==> config.mk <==
export PLATFORM = sky130hd
export DESIGN_NAME = moving_average_stream
export DESIGN_NICKNAME = d
export VERILOG_FILES = /design/src/rtl/moving_average_stream_types.sv /design/src/rtl/moving_average_window.sv /design/src/rtl/moving_average_stream.sv
export SDC_FILE = /design/constraint.sdc
export NUM_CORES = 1
export LEC_CHECK = 0
export CAP_MARGIN = 20
export CORE_ASPECT_RATIO = 1.5
export CORE_UTILIZATION = 40
export CTS_BUF_LIST = sky130_fd_sc_hd__clkbuf_2
export DETAILED_ROUTE_END_ITERATION = 10
export PLACE_DENSITY = 0.64
export SLEW_MARGIN = 40
export SYNTH_ARGS = -nofsm -noshare
export SYNTH_HDL_FRONTEND = slang
export SYNTH_HIERARCHICAL = 1
export SYNTH_SLANG_ARGS = --single-unit
==> constraint.sdc <==
create_clock -name clk -period 5.3 [get_ports clk]
set_input_delay 1.06 -clock clk [delete_from_list [all_inputs] [get_ports clk]]
set_output_delay 1.06 -clock clk [all_outputs]
set_load 0.05 [all_outputs]
==> src/rtl/moving_average_stream_types.sv <==
// Shared types and default configuration for the moving-average stream filter.
// Sizes here describe the default build (8-bit samples, 16-deep window).
package moving_average_stream_types;

    localparam int unsigned DEF_DATA_W     = 8;
    localparam int unsigned DEF_LOG2_DEPTH = 4;
    localparam int unsigned DEPTH          = 2 ** DEF_LOG2_DEPTH;
    localparam int unsigned SUM_W          = DEF_DATA_W + DEF_LOG2_DEPTH;

    typedef logic signed [DEF_DATA_W-1:0] sample_t;
    typedef logic signed [SUM_W-1:0]      sum_t;
    typedef sample_t [DEPTH-1:0]          window_t;

    typedef struct packed {
        window_t                   window;
        sum_t                      sum;
        logic [DEF_LOG2_DEPTH-1:0] wr_ptr;
        logic [DEF_LOG2_DEPTH:0]   fill;
    } state_t;

    function automatic logic [$bits(window_t)-1:0] window_to_bits(input window_t w);
        return w;
    endfunction

    function automatic logic [$bits(state_t)-1:0] state_to_bits(input state_t s);
        return s;
    endfunction

endpackage

==> src/rtl/moving_average_window.sv <==
// Circular sample buffer for the moving-average filter: tracks the write
// pointer and fill level, and exposes the sample about to be overwritten.
module moving_average_window
    import moving_average_stream_types::*;
#(
    parameter int unsigned DATA_W     = DEF_DATA_W,
    parameter int unsigned LOG2_DEPTH = DEF_LOG2_DEPTH
) (
    input  logic                     clk,
    input  logic                     rst,
    input  logic                     push,
    input  logic                     flush,
    input  logic signed [DATA_W-1:0] data,
    output logic signed [DATA_W-1:0] evicted,
    output logic                     full
);

    localparam int unsigned        WIN_DEPTH = 2 ** LOG2_DEPTH;
    localparam logic [LOG2_DEPTH:0] FILL_MAX = (LOG2_DEPTH + 1)'(WIN_DEPTH);

    logic [WIN_DEPTH-1:0][DATA_W-1:0] win_q, win_d;
    logic [LOG2_DEPTH-1:0]            wr_ptr_q, wr_ptr_d;
    logic [LOG2_DEPTH:0]              fill_q, fill_d;

    assign evicted = win_q[wr_ptr_q];
    assign full    = (fill_q == FILL_MAX);

    // Next window state: flush first, then a push lands on the (possibly fresh) window.
    always_comb begin
        win_d    = win_q;
        wr_ptr_d = wr_ptr_q;
        fill_d   = fill_q;
        if (flush) begin
            win_d    = '0;
            wr_ptr_d = '0;
            fill_d   = '0;
        end
        if (push) begin
            win_d[wr_ptr_d] = data;
            wr_ptr_d        = wr_ptr_d + LOG2_DEPTH'(1);
            if (fill_d != FILL_MAX) begin
                fill_d = fill_d + (LOG2_DEPTH + 1)'(1);
            end
        end
    end

    // Window state registers.
    always_ff @(posedge clk or posedge rst) begin
        if (rst) begin
            win_q    <= '0;
            wr_ptr_q <= '0;
            fill_q   <= '0;
        end else begin
            win_q    <= win_d;
            wr_ptr_q <= wr_ptr_d;
            fill_q   <= fill_d;
        end
    end

endmodule

==> src/rtl/moving_average_stream.sv <==
// Streaming moving average over the last 2**LOG2_DEPTH accepted samples.
// Running sum is updated incrementally; output is registered one cycle later.
// Define MOVING_AVERAGE_STREAM_ROUND_EN for round-half-up (saturating) output
// instead of the default floor shift.
module moving_average_stream
    import moving_average_stream_types::*;
#(
    parameter int unsigned DATA_W     = DEF_DATA_W,
    parameter int unsigned LOG2_DEPTH = DEF_LOG2_DEPTH
) (
    input  logic                     clk,
    input  logic                     rst,
    input  logic                     in_valid,
    input  logic signed [DATA_W-1:0] in_data,
    input  logic                     clear,
    output logic                     out_valid,
    output logic signed [DATA_W-1:0] out_data,
    output logic                     window_full
);

    localparam int unsigned ACC_W = DATA_W + LOG2_DEPTH;

    logic signed [DATA_W-1:0] evicted;
    logic                     full;
    logic signed [ACC_W-1:0]  in_ext, ev_ext;
    logic signed [ACC_W-1:0]  sum_q, sum_d;
    logic signed [DATA_W-1:0] avg;
    logic signed [DATA_W-1:0] out_data_q, out_data_d;
    logic                     out_valid_q;

    moving_average_window #(
        .DATA_W     (DATA_W),
        .LOG2_DEPTH (LOG2_DEPTH)
    ) u_window (
        .clk     (clk),
        .rst     (rst),
        .push    (in_valid),
        .flush   (clear),
        .data    (in_data),
        .evicted (evicted),
        .full    (full)
    );

    assign in_ext = {{LOG2_DEPTH{in_data[DATA_W-1]}}, in_data};
    assign ev_ext = {{LOG2_DEPTH{evicted[DATA_W-1]}}, evicted};

    // Next running sum; on clear+push the evicted slot is part of the flushed window, so it contributes nothing.
    always_comb begin
        sum_d = sum_q;
        if (clear) begin
            sum_d = '0;
        end
        if (in_valid) begin
            if (clear) begin
                sum_d = in_ext;
            end else begin
                sum_d = sum_q + in_ext - ev_ext;
            end
        end
    end

`ifdef MOVING_AVERAGE_STREAM_ROUND_EN
    localparam logic signed [ACC_W:0] HALF    = (ACC_W + 1)'(2 ** (LOG2_DEPTH - 1));
    localparam logic signed [ACC_W:0] SAT_MAX = (ACC_W + 1)'(2 ** (DATA_W - 1) - 1);

    logic signed [ACC_W:0] rnd_sum, rnd_shift;

    // Round half up with one guard bit; only the positive end can exceed the sample range.
    always_comb begin
        rnd_sum   = {sum_d[ACC_W-1], sum_d} + HALF;
        rnd_shift = rnd_sum >>> LOG2_DEPTH;
        if (rnd_shift > SAT_MAX) begin
            avg = {1'b0, {(DATA_W - 1){1'b1}}};
        end else begin
            avg = rnd_shift[DATA_W-1:0];
        end
    end
`else
    // Floor average: arithmetic shift always fits the sample width.
    always_comb begin
        avg = DATA_W'(sum_d >>> LOG2_DEPTH);
    end
`endif

    // Output data holds its last value when nothing is accepted.
    always_comb begin
        out_data_d = out_data_q;
        if (in_valid) begin
            out_data_d = avg;
        end
    end

    // Sum and output registers.
    always_ff @(posedge clk or posedge rst) begin
        if (rst) begin
            sum_q       <= '0;
            out_valid_q <= 1'b0;
            out_data_q  <= '0;
        end else begin
            sum_q       <= sum_d;
            out_valid_q <= in_valid;
            out_data_q  <= out_data_d;
        end
    end

    assign out_valid   = out_valid_q;
    assign out_data    = out_data_q;
    assign window_full = full;

endmodule

==> flow_metrics.env, run 1 <==
export IMPL_status="finished, final reports clean"
export IMPL_finalCritPeriodShare=0.821
export IMPL_synthCells=830
export IMPL_end_kind="flip-flop"
export IMPL_finClkSkew_ps=21.5
export IMPL_multi_input_comb_area_um2=4260
export IMPL_avgViaCountPerCell=5.49
export IMPL_swShare=0.391
export IMPL_peakVddDrop_mv=0.150
export IMPL_coreArea_um2=21200
export IMPL_overflow=0
export IMPL_clkSlewWorstSetupHoldPaths_ps=250
export IMPL_setup_viol=0
export IMPL_maxCapViolCount=0
export IMPL_drive_gt1_frac=0.130
export IMPL_cts_made_buffers=17
export IMPL_regArea_um2=3960
export IMPL_grt_util_all_layers=0.209
export IMPL_post_cts_buffers=0
export IMPL_die_h_um=183
export IMPL_cp_endpoint="sum_q[10]"
export IMPL_crit_chain="buf_4, mux4_2, a22oi_1, nand3_1, fa_1, inv_1, fa_1, a21o_1, a221oi_2, or3_4, a2111oi_2, a31oi_1, o311ai_1"
export IMPL_min_delay_start="sum_q[2]"
export IMPL_syn_avg_cell_area_um2=10.5
export IMPL_drc_errors=0
export IMPL_startpoint_type="flip-flop"
export IMPL_critPathArrivalTime_ps=5050
export IMPL_synth_top_area_share=0.454
export IMPL_dp_cells=1079
export IMPL_rsz0062_at_grt="no"
export IMPL_ys_types=65
export IMPL_dpl_instance_area_um2=9080
export IMPL_row_count=65
export IMPL_setup_worst_path_start="u_window/wr_ptr_q[2]"
export IMPL_ys_warnings_count=6
export IMPL_final_min_clock_period_ps=4350
export IMPL_path_depth=13
export IMPL_cpPeakStageDelay_ps=850
export IMPL_clkLatencyLatePin_ps=800
export IMPL_rr_worst_depth=13
export IMPL_combPwrFrac=0.371
export IMPL_synth_top_flop_cell="dfrtp_1"
export IMPL_critPathKind="reg -> reg"
export IMPL_pwr_share_clk=0.219
export IMPL_grt_max_degree=97
export IMPL_synth_most_common_cell="dfrtp_1"
export IMPL_cts_resized=0
export IMPL_slowest_stage="dfrtp_2"
export IMPL_synth_seq_cells=158
export IMPL_crit_fanout=26
export IMPL_synth_commonest_cells="158 x dfrtp_1, 104 x o21ai_0, 79 x nand2_1"
export IMPL_routedWlPerCell_um=19.5
export IMPL_die_area_um2=22400
export IMPL_synth_largest_area_cell="dfrtp_1"
export IMPL_cts_path_max_buffers=2
export IMPL_syn_to_final_growth_pct=7.47
export IMPL_powerDensity_nw_per_um2=355
export IMPL_fmax_mhz=230
export IMPL_r2r_start="u_window/wr_ptr_q[2]"
export IMPL_required_ps=6000
export IMPL_reg2reg_slack_ps=950
export IMPL_leakagePower_uw=0.00418
export IMPL_holdCritPathClass="reg -> reg"
export IMPL_cp_common_cell="fa_1"
export IMPL_tightest_slew_ps=800
export IMPL_p_sw_uw=1300
export IMPL_fin_ws_ps=948
export IMPL_layout_cells_non_filler=1113
export IMPL_ctsHoldBuffers=0
export IMPL_synth_net_count=866
export IMPL_initial_utilization=0.410
export IMPL_grt_pass1_vias=6214
export IMPL_firstDrtPassIters=5
export IMPL_drv_slew=0
export IMPL_hold_viol=0
export IMPL_htreeDepth=4
export IMPL_setup_tns_ps=0
export IMPL_synth_edf_count=0
export IMPL_cts_root_buf="clkbuf_2"
export IMPL_grt_pass1_wl_um=34800
export IMPL_vias=6106
export IMPL_synth_area_leaders="dfrtp_1 45%, mux4_2 7.0%, o21ai_0 6.0%, nand2b_1 5.4%, nand3b_1 4.7%"
export IMPL_relSlewSlack=0.467
export IMPL_async_reset_ff_frac=1.00
export IMPL_ys_seq_area_frac=0.454
export IMPL_intPower_uw=2020
export IMPL_die_x_um=122
export IMPL_fill_cells=1987
export IMPL_drt_initial_drc_count=452
export IMPL_cp_top_family="compound AO/OA/AOI/OAI gates"
export IMPL_io_pins=22
export IMPL_antenna_found_initial=1
export IMPL_path_buf_inv=2
export IMPL_design_area_um2=9360
export IMPL_globalplace_congestion=0.809
export IMPL_syn_area_um2=8710
export IMPL_postRouteAntennaNets=0
export IMPL_pre_cts_ws_ps=916
export IMPL_cts_tree="built"
export IMPL_cts_sinks=158
export IMPL_io_buffer_count=21
export IMPL_dp_final_hpwl_um=14700
export IMPL_fin_nets=867
export IMPL_worstReg2RegEnd="sum_q[10]"
export IMPL_detail_route_wirelength_um=21800
export IMPL_seqPwrFrac=0.410
## logic make-up after synthesis
kind of cell	after synthesis	share of synthesized area
fa+ha+maj	24	0.0440
flops	158	0.454
buf+inv	112	0.0585
simple gates	288	0.197
mux	59	0.109
compound gates	172	0.120
xor+xnor	17	0.0171
## power by group through the flow
| stage | Sequential, µW | Combinational [µW] | Clock [µW] |
|---|---|---|---|
| floorplan | 1460 | 848 | 0 |
| global placement | 1380 | 1220 | 0 |
| detailed placement | 1390 | 1240 | 0 |
| CTS | 1370 | 1240 | 750 |
| global route | 1380 | 1370 | 806 |
| finish | 1360 | 1230 | 728 |
## worst register-to-register path, cell delays in order, from the launching register on
cell and delay [ps]:
dfrtp_2 850, buf_4 340, mux4_2 510, a22oi_1 180, nand3_1 130, fa_1 510
inv_1 60, fa_1 460, a21o_1 230, a221oi_2 380, or3_4 210, a2111oi_2 50
a31oi_1 220, o311ai_1 120
## cells in the final DEF (no fill, tap or decap), types with 6 or more instances in the layout
cell / netlist / final
dfrtp_1: 158 / 156
o21ai_0: 104 / 104
nand2_1: 79 / 79
nand2b_1: 75 / 75
inv_1: 57 / 55
nand3b_1: 54 / 54
mux4_2: 27 / 27
mux2i_1: 26 / 26
clkdlybuf4s50_1: 0 / 20
nor2_1: 19 / 19
clkbuf_2: 0 / 17
nand3_1: 16 / 16
buf_4: 7 / 15
ha_1: 13 / 13
fa_1: 11 / 11
xor2_1: 10 / 10
a21oi_1: 9 / 9
nor2b_1: 9 / 9
o21ai_2: 8 / 9
and3_1: 7 / 7
xnor2_1: 7 / 7
o31ai_1: 6 / 6
inv_6: 0 / 6
## sequential cells by signal, indices dropped and copies added (netlist names)
register	count
u_window/win_q	128
u_window/fill_q	5
sum_q	12
out_valid	1
out_data	8
u_window/wr_ptr_q	4
## per-stage QoR
stage / utilization / hold slack (ps) / total power (µW)
2_1_floorplan: - / 450 / 2310
6_report: 0.441 / 539 / 3320
5_1_grt: 0.441 / 569 / 3560
3_5_place_dp: 0.428 / 486 / 2630
4_1_cts: 0.440 / 537 / 3360
3_3_place_gp: 0.427 / 461 / 2600
## per-layer routing
metal  up-vias  global-route usage  wire [µm]
met4         0              0.0951        696
met5         -                   0          0
met2       138               0.349      11200
met1      3052               0.258       9210
li1       2882                   -          -
met3        34              0.0388        697
## final cells by class
| cell class | instances | share of cell area |
|---|---|---|
| Antenna cell | 1 | 0.000267 |
| Tap cell | 268 | 0.0358 |
| Clock inverter | 15 | 0.0187 |
| Timing Repair Buffer | 36 | 0.0346 |
| Clock buffer | 17 | 0.00909 |
| Sequential cell | 158 | 0.423 |
| Multi-Input combinational cell | 560 | 0.455 |
| Inverter | 58 | 0.0241 |
## worst min-delay path by stage
stage	to	slack [ps]	depth (start not counted)
after floorplan	sum_q[1]	450	2
after global routing	u_window/win_q[36]	570	2
final	sum_q[2]	540	2
after global placement	sum_q[1]	460	2
after detailed placement	sum_q[2]	490	2
after CTS	sum_q[2]	540	2
Power figures use the tool's default switching activity.
==> run 2, diff against run 1 <==
==> constraint.sdc (replaced) <==
create_clock -name clk -period 4.52 [get_ports clk]
set_input_delay 0.904 -clock clk [delete_from_list [all_inputs] [get_ports clk]]
set_output_delay 0.904 -clock clk [all_outputs]
set_load 0.05 [all_outputs]
==> flow_metrics.env, run 2 (same netlist as run 1, synthesis figures left out) <==
export IMPL_final_cell_mix="156 x dfrtp_1, 104 x o21ai_0, 79 x nand2_1"
export IMPL_holdCritPathClass="reg -> reg"
export IMPL_grt_util_all_layers=0.217
export IMPL_antenna_found_initial=1
export IMPL_overflow=0
export IMPL_drive_gt1_frac=0.139
export IMPL_powerDensity_nw_per_um2=405
export IMPL_fill_cells=2000
export IMPL_post_cts_buffers=0
export IMPL_dp_final_hpwl_um=16000
export IMPL_vias=6278
export IMPL_ctsHoldBuffers=0
export IMPL_status="finished, final reports clean"
export IMPL_regMostFlops="u_window/win_q"
export IMPL_htreeDepth=4
export IMPL_fmax_mhz=239
export IMPL_required_ps=5160
export IMPL_io_buffer_count=21
export IMPL_end_kind="flip-flop"
export IMPL_setup_viol=0
export IMPL_grt_max_degree=83
export IMPL_cts_tree="built"
export IMPL_clkSlewWorstSetupHoldPaths_ps=230
export IMPL_relSlewSlack=0.505
export IMPL_startpoint_type="flip-flop"
export IMPL_syn_to_final_growth_pct=8.58
export IMPL_detail_route_wirelength_um=22500
export IMPL_utilization=0.445
export IMPL_cts_root_buf="clkbuf_2"
export IMPL_final_min_clock_period_ps=4190
export IMPL_die_x_um=122
export IMPL_crit_fanout=17
export IMPL_maxCapViolCount=0
export IMPL_drt_initial_drc_count=472
export IMPL_cts_resized=0
export IMPL_largest_reg_flops=128
export IMPL_firstDrtPassIters=5
export IMPL_fin_nets=880
export IMPL_postRouteAntennaNets=0
export IMPL_die_area_um2=22400
export IMPL_drc_errors=0
export IMPL_leakagePower_uw=0.00423
export IMPL_setup_tns_ps=0
export IMPL_clkLatencyLatePin_ps=750
export IMPL_drv_slew=0
export IMPL_io_pins=22
export IMPL_coreArea_um2=21200
export IMPL_tightest_slew_ps=742
export IMPL_grt_pass1_vias=6350
export IMPL_critPathArrivalTime_ps=4840
export IMPL_finClkSkew_ps=38.0
export IMPL_hold_viol=0
export IMPL_initial_utilization=0.410
export IMPL_cts_path_max_buffers=2
export IMPL_globalplace_congestion=0.864
export IMPL_critPathKind="reg -> reg"
export IMPL_design_area_um2=9460
export IMPL_grt_pass1_wl_um=36200
export IMPL_rsz0062_at_grt="no"
export IMPL_peakVddDrop_mv=0.200
export IMPL_cts_sinks=158
export IMPL_avgViaCountPerCell=5.59
export IMPL_finalCritPeriodShare=0.927
export IMPL_row_count=65
export IMPL_final_common_cell="dfrtp_1"
export IMPL_cts_made_buffers=17
export IMPL_routedWlPerCell_um=20.0
export IMPL_die_h_um=183
export IMPL_dpl_instance_area_um2=9230
-- run 2: critical path, cell delays in order, from the launching register on --
cell and delay, ps:
dfrtp_2 750, buf_4 240, mux4_2 530, a22oi_1 270, nand3_1 120, ha_1 290
inv_1 40, ha_1 200, fa_1 420, a21o_1 230, a221oi_2 380, or3_4 210
a2111oi_2 50, a31oi_1 220, o311ai_1 130
-- run 2: metal layers --
metal / global-route usage / wire, µm / vias up
met2: 0.368 / 11500 / 170
li1: - / - / 2910
met3: 0.0369 / 831 / 46
met5: 0 / 0 / -
met1: 0.260 / 9130 / 3152
met4: 0.114 / 995 / 0
-- run 2: where the power goes --
part	switching (µW)	internal, µW	leakage, µW
clock	509	250	0.000132
combinational	890	592	0.00195
sequential	71.9	1520	0.00215
-- run 2: final timing paths --
path | from | to | slack [ps] | depth (start not counted)
min in group asynchronous | rst | out_data[3] | 530 | 2
max | u_window/wr_ptr_q[1] | sum_q[10] | 330 | 14
min | sum_q[1] | sum_q[1] | 520 | 2
max in group asynchronous | rst | u_window/win_q[35] | 3290 | 3
max reg2reg | u_window/wr_ptr_q[1] | sum_q[10] | 330 | 14
min reg2reg | sum_q[1] | sum_q[1] | 520 | 2
-- run 2: through the flow --
step           std cells  hold WS [ps]  total power [µW]  setup slack, ps
6_report            1124           517              3830              328
5_1_grt             1124           479              4080             68.0
4_1_cts             1122           441              3860              184
3_5_place_dp        1092           476              3100              227
3_3_place_gp        1091           464              3070              302
2_1_floorplan        830           450              2710              794
-- run 2: final cells by class --
cell class | count | area, µm² | area share
Sequential cell | 158 | 3960 | 0.419
Clock buffer | 19 | 95.1 | 0.0101
Clock inverter | 11 | 119 | 0.0126
Tap cell | 268 | 335 | 0.0355
Timing Repair Buffer | 49 | 468 | 0.0495
Antenna cell | 1 | 2.50 | 0.000265
Inverter | 58 | 221 | 0.0234
Multi-Input combinational cell | 560 | 4260 | 0.450
